[config.mk]
export PLATFORM = sky130hd
export DESIGN_NAME = mem_align_unit
export DESIGN_NICKNAME = d
export VERILOG_FILES = /design/src/rtl/mem_align_unit_pkg.sv /design/src/rtl/misalign_load_merge.sv /design/src/rtl/mem_align_unit.sv
export SDC_FILE = /design/constraint.sdc
export NUM_CORES = 1
export LEC_CHECK = 0
export BUFFER_PORTS_ARGS = -buffer_cell sky130_fd_sc_hd__buf_2
export CAP_MARGIN = 25
export CORE_MARGIN = 2
export CORE_UTILIZATION = 35
export CTS_CLUSTER_DIAMETER = 60
export DETAILED_ROUTE_END_ITERATION = 10
export GPL_ROUTABILITY_DRIVEN = 0
export REMOVE_ABC_BUFFERS = 1
export SLEW_MARGIN = 20
export SYNTH_ARGS = -nofsm -noshare
export SYNTH_HDL_FRONTEND = slang
export SYNTH_SLANG_ARGS = --single-unit
export TNS_END_PERCENT = 5
[constraint.sdc]
create_clock -name clk -period 2.3 [get_ports clk]
set_input_delay 0 -clock clk [delete_from_list [all_inputs] [get_ports clk]]
set_output_delay 0 -clock clk [all_outputs]
set_load 0.1 [all_outputs]
[src/rtl/mem_align_unit_pkg.sv]
// Shared load/store codes and FSM encodings for the memory alignment unit.
// Imported by the top and the load-merge sub-module.
package mem_align_unit_pkg;

   localparam logic [2:0] LD_NONE = 3'd0;
   localparam logic [2:0] LB      = 3'd1;
   localparam logic [2:0] LH      = 3'd2;
   localparam logic [2:0] LW      = 3'd3;
   localparam logic [2:0] LBU     = 3'd4;
   localparam logic [2:0] LHU     = 3'd5;

   localparam logic [1:0] ST_NONE = 2'd0;
   localparam logic [1:0] SB      = 2'd1;
   localparam logic [1:0] SH      = 2'd2;
   localparam logic [1:0] SW      = 2'd3;

   localparam logic [1:0] S_IDLE    = 2'd0;
   localparam logic [1:0] S_LD_HI   = 2'd1;
   localparam logic [1:0] S_ST_BYTE = 2'd2;

   function automatic logic is_load(input logic [2:0] c);
      return (c == LB) || (c == LH) || (c == LW) || (c == LBU) || (c == LHU);
   endfunction

   function automatic logic is_store(input logic [1:0] c);
      return (c == SB) || (c == SH) || (c == SW);
   endfunction

endpackage

[src/rtl/misalign_load_merge.sv]
// Assembles a split load from two aligned words and applies the
// sign/zero extension of the original load code.
module misalign_load_merge
   import mem_align_unit_pkg::*;
(
   input  logic [31:0] lo,
   input  logic [31:0] hi,
   input  logic [1:0]  rem,
   input  logic [2:0]  info_load,
   output logic [31:0] result
);

   logic [63:0] cat;
   logic [31:0] sh;

   assign cat = {hi, lo};
   assign sh  = cat[{rem, 3'b000} +: 32];

   always_comb begin
      result = sh;
      unique case (1'b1)
         (info_load == LH):  result = {{16{sh[15]}}, sh[15:0]};
         (info_load == LHU): result = {16'd0, sh[15:0]};
         default:            result = sh;
      endcase
   end

endmodule

[src/rtl/mem_align_unit.sv]
// Splits misaligned EX memory requests into aligned datamem accesses;
// aligned traffic passes straight through with no added latency.
module mem_align_unit
   import mem_align_unit_pkg::*;
#(
   parameter int ENABLE_SPLIT = 1
) (
   input  logic        clk,
   input  logic        rst,
   input  logic [2:0]  info_load,
   input  logic [1:0]  info_store,
   input  logic [31:0] alu_result,
   input  logic [31:0] rs2,
   input  logic        write_reg,
   input  logic [4:0]  dst_addr,
   input  logic [31:0] m_load_data,
   output logic [2:0]  m_info_load,
   output logic [1:0]  m_info_store,
   output logic [31:0] m_addr,
   output logic [31:0] m_wdata,
   output logic        m_write_reg,
   output logic [4:0]  m_dst_addr,
   output logic        stall,
   output logic        wb_override,
   output logic [31:0] split_data
);

   logic [1:0]  state;
   logic [2:0]  l_load;
   logic [1:0]  l_store;
   logic [31:0] l_addr;
   logic [31:0] l_wdata;
   logic        l_wreg;
   logic [4:0]  l_dst;
   logic [31:0] lo;
   logic [1:0]  k;

   logic        ld_v, ld_mis, st_mis, go_ld, go_st;
   logic [1:0]  rem, last_k;
   logic [31:0] hi_addr, merged;
   logic [7:0]  wbyte;

   assign rem    = alu_result[1:0];
   assign ld_v   = is_load(info_load);
   // Load wins when both codes are valid.
   assign ld_mis = ld_v &&
                   ((info_load == LW && rem != 2'd0) ||
                    ((info_load == LH || info_load == LHU) && rem == 2'd3));
   assign st_mis = !ld_v && is_store(info_store) &&
                   ((info_store == SW && rem != 2'd0) ||
                    (info_store == SH && rem == 2'd3));
   assign go_ld  = (ENABLE_SPLIT != 0) && ld_mis;
   assign go_st  = (ENABLE_SPLIT != 0) && st_mis;

   assign hi_addr = {l_addr[31:2], 2'b00} + 32'd4;
   assign last_k  = (l_store == SW) ? 2'd3 : 2'd1;
   assign wbyte   = l_wdata[{k, 3'b000} +: 8];

   misalign_load_merge u_merge (
      .lo        (lo),
      .hi        (m_load_data),
      .rem       (l_addr[1:0]),
      .info_load (l_load),
      .result    (merged)
   );

   always_comb begin
      m_info_load  = info_load;
      m_info_store = info_store;
      m_addr       = alu_result;
      m_wdata      = rs2;
      m_write_reg  = write_reg;
      m_dst_addr   = dst_addr;
      stall        = 1'b0;
      unique case (state)
         S_IDLE: begin
            if (go_ld) begin
               m_info_load  = LW;
               m_info_store = ST_NONE;
               m_addr       = {alu_result[31:2], 2'b00};
               m_write_reg  = 1'b0;
               stall        = 1'b1;
            end else if (go_st) begin
               m_info_load  = LD_NONE;
               m_info_store = SB;
               m_wdata      = {24'd0, rs2[7:0]};
               m_write_reg  = 1'b0;
               stall        = 1'b1;
            end
         end
         S_LD_HI: begin
            m_info_load  = LW;
            m_info_store = ST_NONE;
            m_addr       = hi_addr;
            m_wdata      = l_wdata;
            m_write_reg  = l_wreg;
            m_dst_addr   = l_dst;
         end
         S_ST_BYTE: begin
            m_info_load  = LD_NONE;
            m_info_store = SB;
            m_addr       = l_addr + {30'd0, k};
            m_wdata      = {24'd0, wbyte};
            m_write_reg  = 1'b0;
            m_dst_addr   = l_dst;
            stall        = (k != last_k);
         end
         default: ;
      endcase
      if (rst) begin
         stall        = 1'b0;
         m_write_reg  = 1'b0;
         m_info_store = ST_NONE;
      end
   end

   always_ff @(posedge clk) begin
      if (rst) begin
         state       <= S_IDLE;
         wb_override <= 1'b0;
         split_data  <= 32'd0;
         l_load      <= LD_NONE;
         l_store     <= ST_NONE;
         l_addr      <= 32'd0;
         l_wdata     <= 32'd0;
         l_wreg      <= 1'b0;
         l_dst       <= 5'd0;
         lo          <= 32'd0;
         k           <= 2'd0;
      end else begin
         wb_override <= 1'b0;
         unique case (state)
            S_IDLE: begin
               if (go_ld || go_st) begin
                  l_load  <= info_load;
                  l_store <= info_store;
                  l_addr  <= alu_result;
                  l_wdata <= rs2;
                  l_wreg  <= write_reg;
                  l_dst   <= dst_addr;
               end
               if (go_ld) begin
                  lo    <= m_load_data;
                  state <= S_LD_HI;
               end else if (go_st) begin
                  k     <= 2'd1;
                  state <= S_ST_BYTE;
               end
            end
            S_LD_HI: begin
               split_data  <= merged;
               wb_override <= 1'b1;
               state       <= S_IDLE;
            end
            S_ST_BYTE: begin
               k <= k + 2'd1;
               if (k == last_k) state <= S_IDLE;
            end
            default: state <= S_IDLE;
         endcase
      end
   end

endmodule

# == Word-level counts from Yosys, hierarchy flattened ==
# Cells that the tools add are included.
# totals
word_cells,93
input_bits,109
regBits,144
# classes
n_addsub,3
n_reduce_logical,26
n_eq_ne,20
muxes,31
shift,2
# ops
operator,count
case mux 32 bit (3 select lines),2
two-way mux 32 bit,2
case mux 32 bit (2 select lines),1
indexed part select 64 x 6 -> 32 bit,1
adder 32 x 2 -> 32 bit,1
"adder 32 x 3 -> 32 bit, second input constant",1
indexed part select 32 x 6 -> 8 bit,1
two-way mux 2 bit,10
"equality test 2 bit, second input constant",5
logical OR 1 bit,10
"equality test 3 x 2 -> 1 bit, second input constant",3
"equality test 3 bit, second input constant",3
case mux 3 bit (3 select lines),1
case mux 2 bit (2 select lines),2
logical AND 1 bit,7
two-way mux 1 bit,7
two-way mux 3 bit,2
"inequality test 2 bit, second input constant",3
case mux 2 bit (3 select lines),1
AND reduction 2 bit,3
two-way mux 5 bit,1
"equality test 2 x 1 -> 1 bit, second input constant",2
nonzero test 2 bit,2
"equality test 3 x 1 -> 1 bit, second input constant",1
other kinds (10),10

# == Logic depth before layout (Yosys ltp) ==
# Gate-level depths: netlist of run 1.
# logic_depth
depth_word,12
mapped_depth,8
mapped_depth_nobuf,7

# == Modules after synthesis ==
# From an unflattened synthesis of run 1, not the netlist that was laid out.
# hier_totals
hier_cells,1015
area_unflattened_um2,8269.2
# modules_own_cells
mod,cells_per_inst,instances,area_per_inst_um2
mem_align_unit,917,1,7175.6
misalign_load_merge,98,1,1093.5

# == Worst setup path before layout of run 1 ==
# OpenSTA, ideal clock, no wires.
# synth_path
path_kind,flip-flop to output port
start,reg l_addr[16]
end,out m_addr[30]
t_arrival_ns,4.904
slack_ns,-2.604
stages_incl_launch_ff,7
cell_sequence,dfxtp_1 buf_4 and4_1 buf_2 nand4_1 or4_1 o311ai_0
# synth_between
elab_chain_cells,2
elab_cells_between_ends,3
# synth_rtl
element,line_no,text
"start, declared",mem_align_unit.sv:31,logic [31:0] l_addr;
"start signal, assigned",mem_align_unit.sv:137,l_addr <= alu_result;
adder 32 x 2 -> 32 bit or adder 32 x 3 -> 32 bit (tied branches),"mem_align_unit.sv:102, mem_align_unit.sv:55",
case mux 32 bit (3 select lines) *,mem_align_unit.sv:75,unique case (state)
"end, declared",mem_align_unit.sv:19,"output logic [31:0] m_addr,"
# Every way passes the cells marked *; elsewhere a longest branch is shown, timed or not.

# == Final worst setup path of run 1 ==
# layout_path
start,reg l_addr[2]
end,out m_addr[30]
# The elaborated chain is that of the path after synthesis.

==> run metrics, run 1 <==
outcome finished with violations; failing checks negative setup slack; crit path kind register to output pin; top-count cell post-synth nand2_1; final setup fails 8; first drt pass iteration count 6; Yosys top cell area share a little over a third; Synth Instances 957; Post-synth EDFFs 0; Sinks on Clock Net 144; H-Tree Depth 4; final WL about 28000 µm; Core Area around 23000 µm²; Critical Path Fanout Max 4; Worst EP required 2.30 ns; Period minus WS final 2.38 ns; Global Route Usage Sum 22.6%; Final Hold Viols 0; number of max-cap violations 0; Async SR Flop Fraction 0%; Synth area leader dfxtp_1; Final Skew 0.0112 ns; Num CTS Buffers 17; vias in the first global route 8408; worst vdd ir 0.000514 V; global-route wire length before repair 43900 µm; CP Capture Type output pin; antenna violations before repair 5; ys flop type dfxtp_1; wire per inst between 15 and 20 µm; Syn. warnings 0; synthesis-stage register bit count 144; # DRC 0; post-layout util between 50% and 60%; pwr dens 734 nW/µm²; CTS tree built; DR vias 8757; grt ovf 0; pre-CTS setup slack 0.0340 ns; Final #Nets 1410; dpl hpwl around 18000 µm; DIE AREA 24400 µm²; Final Max Slew Viols 0; sequential area share after synthesis 35.5%; clk root buf clkbuf_16; fin crit share 103%; Pleak 5.44 nW; post-synthesis average cell area 8.47 µm²; Layout area overhead 60.6%; Rows between 50 and 60; setup TNS -0.195 ns; worst hold path class input port to register; Synth cell types 67; final setup margin -0.0757 ns; DIE HEIGHT 156 µm; Routed Antenna Nets 0; hold_ws approximately 0.025 ns; Syn Std Cell Area 8110 µm²; Via density 5.49; Slew headroom between 60% and 70%; fmax 0.421 GHz; Synth top cells by count nand2_1 (206), dfxtp_1 (144), a21oi_1 (102); pin count of the biggest net entering global routing about 70; Port Buffers 217; worst-margin pin slew 0.563 ns; clk slew on worst S/H paths 0.07 ns; chip width 156 µm; share of post-route cells with drive strength above 1 34.8%; initial detailed-routing violation count 600; I/O pin total 218; initial core utilization a little over a third; Max clock buf depth 2; Tot Pwr 9.56 mW; unrepaired setup endpoints after global routing true; crit path DAT 2.38 ns; worst skew pair latency 0.44 ns; Area contributors post-synth dfxtp_1 (36%), mux4_2 (11%), nand2_1 (9.5%), a21oi_1 (6.3%), mux2i_1 (6.0%); Worst setup SP type register; number of fill cells 1927
==> sequential cells by signal, indices dropped and copies added (netlist names) <==
name / count
l_wdata: 32
lo: 32
l_dst: 5
l_wreg: 1
l_store: 2
l_load: 3
l_addr: 32
state: 2
split_data: 32
wb_override: 1
k: 2
==> kinds of logic (layout without fill, tap and decap cells) <==
| group | Yosys count | after routing | synth area share [%] |
|---|---|---|---|
| compound gates | 244 | 244 | 19.9 |
| fa+ha+maj | 9 | 9 | 1.45 |
| buf+inv | 96 | 445 | 5.35 |
| flops | 144 | 144 | 35.5 |
| mux | 95 | 95 | 18.0 |
| xor+xnor | 2 | 2 | 0.216 |
| other cells | 0 | 4 | 0 |
| simple gates | 367 | 367 | 19.5 |
==> final timing paths <==
| kind | endpoint | from | slack [ns] | depth (start not counted) |
|---|---|---|---|---|
| min | lo[7] | rst | 0.02 | 2 |
| min reg2reg | l_dst[1] | l_dst[1] | 0.45 | 2 |
| max reg2reg | split_data[31] | l_addr[0] | 0.22 | 6 |
| max | m_addr[30] | l_addr[2] | -0.08 | 7 |
==> layout make-up <==
cell class	instances	area [µm²]	area share, %
multi-input combinational	717	5190	39.9
timing repair buffer	396	3840	29.5
sequential	144	2930	22.5
clock buffer	19	443	3.40
tap	285	357	2.74
clock inverter	13	178	1.36
inverter	17	63.8	0.490
antenna	4	10.0	0.0769
==> worst max-delay path, cell delays in order (launching register included) <==
cell and delay (ns):
dfxtp_2 0.36, ha_4 0.16, buf_4 0.14, nand3_1 0.12
or4_4 0.60, o311ai_4 0.24, buf_4 0.17, buf_12 0.16
==> report_power, final <==
| part | internal (mW) | switching (mW) |
|---|---|---|
| Sequential | 2.66 | 0.141 |
| Clock | 1.77 | 1.21 |
| Combinational | 1.37 | 2.41 |
==> cell usage in the layout, fill, tap and decap left out, drive strengths merged, types with 3 or more instances in the layout <==
master / n
bufinv: 3
diode: 4
clkinv: 4
a211oi: 20
nand3: 9
a21o: 6
nand4: 13
o21ai: 29
and3: 4
mux2i: 49
nand2: 206
ha: 7
mux4: 40
o311ai: 3
inv: 22
nor2: 89
mux2: 6
and4: 7
dlygate4sd3: 107
a222oi: 8
a31oi: 7
clkbuf: 21
o31ai: 7
nor2b: 6
or2: 3
a22o: 33
o211ai: 5
a21oi: 102
nor4: 5
a221oi: 3
and2: 6
nand2b: 3
buf: 287
nor3: 6
dfxtp: 144
==> routing by layer <==
| metal | track usage (%) | part of all wire [%] |
|---|---|---|
| met5 | 0 | 0.025 |
| met4 | 7.56 | 2.3 |
| met3 | 5.73 | 7.7 |
| met2 | 38.0 | 48 |
| met1 | 28.3 | 42 |
==> metrics by stage <==
step	instances	instance area, µm²
finish	1595	13000
global route	1594	13000
CTS	1583	12700
detailed placement	1435	10700
global placement	1435	10700
floorplan	878	7740
==> timing repair <==
action,4_1_cts,5_1_grt
hold endpoints to repair,107,0
hold buffers,107,0
pin swaps,16,19
endpoints found under the setup margin,34,64
gates resized for setup,76,56
setup buffers,9,8
Note: power is estimated with default switching activity, not from simulation.
==> inputs of run 2 (changes only) <==
SKIP_CTS_REPAIR_TIMING = 1   (was not set)
==> run 2 against run 1 <==
  * The run still ends with negative setup slack left
  * Critical path depth decreased by 1
  * Sequential cell count unchanged
  * Register-to-register slack got worse by 0.05 ns
  * Cell count decreased by 0.56%
  * Clock power about the same
  * Non-clock buffer count decreased by 7
  * Clock skew decreased by 0.0019 ns
  * Highest routed layer unchanged
  * Combinational power about the same
==> run metrics, run 2 (synthesis gave the netlist of run 1 again) <==
worst skew pair latency ~0.43 ns; clk slew on worst S/H paths 0.07 ns; FF-to-FF path depth 5; WP buf/inv 2; Critical Path Fanout Max 5; Critical Path Source l_addr[18]; DR vias between 8000 and 9000; Pleak 5.39 nW; Port Buffers 217; initial core utilization ~36%; post-layout util 57.0%; final setup margin -0.146 ns; worst vdd ir 0.000512 V; setup TNS -0.486 ns; CP max stage cell or4_4; Slew headroom between 50% and 60%; Global Route Usage Sum 21.2%; Layout area overhead 59.5%; Int Pwr 5.79 mW; vias in the first global route a little under 8000; DIE HEIGHT around 160 µm; Routed Antenna Nets 0; chip width roughly 160 µm; Rows 55; r2r endpoint split_data[31]; crit path DAT 2.45 ns; wire per inst around 18 µm; antenna violations before repair 3; Core Area 22700 µm²; final setup fails 11; fmax just over 0.4 GHz; fin crit share 106%; CP Capture Type output pin; pin count of the biggest net entering global routing 72; Sequential Power Share 29.3%; worst path cell trace and4_4, nand4_1, or4_4, o311ai_4, buf_4, buf_12; logic gate share of total power around two fifths; outcome finished with violations; unrepaired setup endpoints after global routing true; CTS tree built; Max clock buf depth 2; Final Skew a little over 0.009 ns; grt ovf 0; final WL ~28000 µm; Final Hold Viols 0; pwr dens between 700 and 800 nW/µm²; family with the most delay on the worst path simple AND/OR/NAND/NOR gates; Final #Nets 1403; worst-margin pin slew 0.609 ns; initial detailed-routing violation count about 560; Final Max Slew Viols 0; # DRC 0; I/O pin total 218; failing checks negative setup slack; Crit path largest cell delay 0.63 ns; most frequent cells in the layout nand2_1 (204), buf_2 (147), dfxtp_1 (125), dlygate4sd3_1 (107), a21oi_1 (96); commonest non-fill, non-tap cell in the layout nand2_1; crit path to m_addr[30]; Worst EP required 2.30 ns; clock share of power 31.1%; switching share of power 39.4%; Sinks on Clock Net 144; first drt pass iteration count 7; Via density 5.49; crit path kind register to output pin; Period minus WS final ~2.4 ns; Num CTS Buffers 17; H-Tree Depth 4; worst hold path class input port to register; reg-to-reg critical path startpoint l_addr[0]; global-route wire length before repair 41200 µm; Worst R2R Setup Slack 0.17 ns; share of post-route cells with drive strength above 1 34.1%; Sw Pwr 3.76 mW; CP Depth 6; Worst setup SP type register; number of max-cap violations 0; clk root buf clkbuf_16; DIE AREA 24400 µm²; dpl hpwl 18400 µm
-- run 2: changes by cell type in the layout (fill, tap and decap cells not counted), sizes merged --
cell	change
buf	-5
clkbuf	-2
diode	-2
clkinvlp	+1
inv	-1
-- run 2: power groups by stage --
stage / Sequential (mW) / Clock (mW) / Combinational, mW
floorplan: 3.08 / 0 / 2.01
global placement: 2.84 / 0 / 3.54
detailed placement: 2.84 / 0 / 3.55
CTS: 2.79 / 3.02 / 3.56
global route: 2.83 / 3.14 / 3.95
finish: 2.80 / 2.98 / 3.78
-- run 2: final cells by class --
type	instances	area, µm²
antenna	2	5.00
clock buffer	19	443
clock inverter	13	178
fill	1928	9780
inverter	17	70.1
multi-input combinational	717	5170
sequential	144	2920
tap	285	357
timing repair buffer	389	3800
-- run 2: worst register-to-register path, delay by kind of cell (launching register included) --
family / cells / cell delay [ns]
buffers and inverters: 2 / 0.73
AOI/OAI and AO/OA: 2 / 0.29
muxes: 1 / 0.61
DFF: 1 / 0.36
-- run 2: metal layers --
layer	wire, µm	track usage, %	vias to the layer above	part of all wire [%]
li1	-	-	4138	-
met1	11700	27.4	4149	42
met2	13500	34.3	365	48
met3	2160	6.09	51	7.7
met4	629	6.64	2	2.3
met5	7	0	-	0.025
-- run 2: metrics by stage --
stage / setup slack, ns / cells / power [mW] / area, µm² / hold WS (ns)
final: -0.146 / 1586 / 9.56 / 12900 / 0.0183
after global routing: -0.220 / 1585 / 9.91 / 12900 / 0.0275
after CTS: -0.435 / 1467 / 9.37 / 11300 / -0.214
after detailed placement: 0.0340 / 1435 / 6.39 / 10700 / 0.239
after global placement: 0.0844 / 1435 / 6.37 / 10700 / 0.230
after floorplan: -3.88 / 878 / 5.09 / 7740 / 0.0667
-- run 2: worst min-delay path by stage --
stage                          from              to  slack, ns  cells after the start
floorplan                       rst     wb_override       0.07                      1
global placement    m_load_data[31]          lo[31]       0.23                      3
detailed placement  m_load_data[26]          lo[26]       0.24                      3
CTS                 m_load_data[26]          lo[26]      -0.21                      3
global route                    rst           lo[7]       0.03                      2
finish                          rst  split_data[10]       0.02                      2
==> inputs of run 3 (changes only) <==
ABC_AREA = 1   (was not set)
CORE_UTILIZATION = 41   (was 35)
CTS_CLUSTER_SIZE = 30   (was not set)
==> run 3 against run 2 <==
  * The flow now finishes without violations
  * Sequential cell count unchanged
  * Fmax up 7.8%
  * Clock skew up 0.0085 ns
  * Via count up 26%
  * Synthesized cell count up 60%
  * Synthesized area up 13%
  * Clock power down 12%
  * Global-route usage up 4.1 points
  * Power up 38%
==> run metrics, run 3 <==
initial detailed-routing violation count 705; antenna violations before repair 0; clk root buf clkbuf_16; Synth area leader dfxtp_1; Synth cell types 38; largest family of logic cells by synthesized area simple AND/OR/NAND/NOR gates; Slew headroom 60.1%; fin crit share 98.7%; post-synthesis average cell area 5.98 µm²; Final #Nets 1933; unrepaired setup endpoints after global routing true; pwr dens 991 nW/µm²; Critical Path Source l_addr[0]; sequential area share after synthesis 31.5%; placed cell areas 11600 µm²; Core Area 21900 µm²; complex-gate fraction of the synthesized area 22.6%; wire per inst 14.9 µm; CTS tree built; Global Route Usage Sum 25.4%; Max clock buf depth 2; reg-to-reg critical path startpoint l_addr[0]; I/O pin total between 200 and 250; final setup fails 0; Final Skew 0.0178 ns; Post-synth EDFFs 0; Async SR Flop Fraction 0%; share of post-route cells with drive strength above 1 between 10% and 20%; area occupied by multi-input gates between 5000 and 6000 µm²; number of max-cap violations 0; Via density between 5 and 6; Placed Cells 1969; Pleak 5.99 nW; CP max stage cell fa_2; DIE HEIGHT 153 µm; Routed Antenna Nets 0; dpl hpwl 21400 µm; fin cells between 2000 and 2500; grt ovf 0; Tot Pwr 13.2 mW; post-layout util 60.9%; # DRC 0; most frequent cells in the layout nand2_1 (412), o21ai_0 (185), inv_1 (152), a21oi_1 (149), nand3_1 (148); first drt pass iteration count 8; initial core utilization about two fifths; xor and xnor area share after synthesis 0.0956%; vias in the first global route 9686; Final Hold Viols 0; setup TNS 0 ns; Sinks on Clock Net 144; number of fill cells 2131; outcome finished clean; clk slew on worst S/H paths 0.06 ns; Register Area between 2000 and 3000 µm²; fmax 0.441 GHz; commonest non-fill, non-tap cell in the layout nand2_1; n_diodes 0; Crit path largest cell delay 0.37 ns; Hold Path Origin rst; Final Max Slew Viols 0; worst hold path class input port to register; crit path kind register to output pin; top-count cell post-synth nand2_1; chip width approximately 150 µm; Period minus WS final 2.27 ns; crit path DAT 2.27 ns; ys flop type dfxtp_1; synthesis-stage register bit count between 100 and 150; CP Capture Type output pin; Syn. warnings 0; final WL 31500 µm; Worst setup SP type register; Synth Instances 1531; area share of and/or/nand/nor cells after synthesis 33.2%; worst-margin pin slew about 0.6 ns; H-Tree Depth 4; Synth top cells by count nand2_1 (421), o21ai_0 (194), inv_1 (152); pin count of the biggest net entering global routing 86; worst vdd ir 0.000543 V; worst path cell trace ha_2, fa_2, nand2_2, nor2_4, nand2_4, nor2_4, or2_2, nand3_1, nand2_1, nand2_1, nand2_2, buf_12; Layout area overhead 45.5%; Critical Path Fanout Max 5; Rows 54; global-route wire length before repair 49200 µm; Port Buffers 217; Syn Std Cell Area 9160 µm²; Area contributors post-synth dfxtp_1 (31%), nand2_1 (17%), o21ai_0 (11%), a21oi_1 (8.2%), nand3_1 (8.1%); worst skew pair latency 0.43 ns; Yosys top cell area share approximately a third; final instance area 13300 µm²; Worst EP required 2.30 ns; Adder-Cell Fraction of Synth Area 1.17%; mux contribution to synthesized area 0%; DIE AREA about 24000 µm²; Num CTS Buffers 17; DR vias 11000
-- run 3: cell count changes after synthesis, moves of 10 or more --
cell,previous run,this run
a211oi_1,20,0
mux4_2,40,0
a22o_1,33,6
inv_1,17,152
buf_2,20,35
o21ai_1,0,10
o21ai_0,28,194
a21oi_1,102,150
nand3_1,9,148
mux2i_1,49,0
nand2_1,206,421
o221ai_1,1,14
nor2_1,89,131
-- run 3: final cells by class --
type | count | share of cell area, %
tap | 280 | 2.63
clock buffer | 18 | 3.22
inverter | 159 | 4.48
multi-input combinational | 1131 | 40.2
timing repair buffer | 363 | 26.8
clock inverter | 14 | 0.901
sequential | 144 | 21.8
-- run 3: final timing paths --
| kind | end | slack [ns] | cells past startpoint |
|---|---|---|---|
| min | l_addr[22] | 0.13 | 3 |
| max reg2reg | split_data[27] | 0.41 | 9 |
| max | m_addr[14] | 0.03 | 12 |
| min reg2reg | lo[7] | 0.46 | 2 |
-- run 3: worst max-delay path: cells and delay by family (launching register included) --
family | cells | cell delay [ns]
fa+ha+maj | 2 | 0.56
buf+inv | 1 | 0.16
flops | 1 | 0.32
simple gates | 9 | 0.82
-- run 3: routing by layer --
metal / wire length, µm / track usage [%] / vias up / part of all wire [%]
met5: 0 / 0 / - / 0
met4: 503 / 6.86 / 0 / 1.6
met3: 1940 / 5.30 / 36 / 6.2
met2: 15300 / 43.3 / 341 / 49
met1: 13800 / 32.6 / 5058 / 44
li1: - / - / 5561 / -
-- run 3: cells by family (layout without fill, tap and decap cells) --
kind of cell | after synthesis | in the layout
xor gates and xnor gates | 1 | 1
buffers and inverters | 256 | 554
AOI/OAI and AO/OA | 391 | 391
and+or+nand+nor | 731 | 731
DFF | 144 | 144
adders and majority gates | 8 | 8
-- run 3: through the flow --
| stage | hold slack [ns] | setup WS, ns |
|---|---|---|
| final | 0.127 | 0.0308 |
| after global routing | 0.138 | -0.112 |
| after CTS | -0.186 | -0.186 |
| after detailed placement | 0.256 | 0.262 |
| after global placement | 0.249 | 0.264 |
| after floorplan | 0.0691 | -3.28 |
-- run 3: power breakdown --
group	switching [mW]	internal, mW
logic	5.28	2.28
clock network	1.22	1.42
registers	0.219	2.80
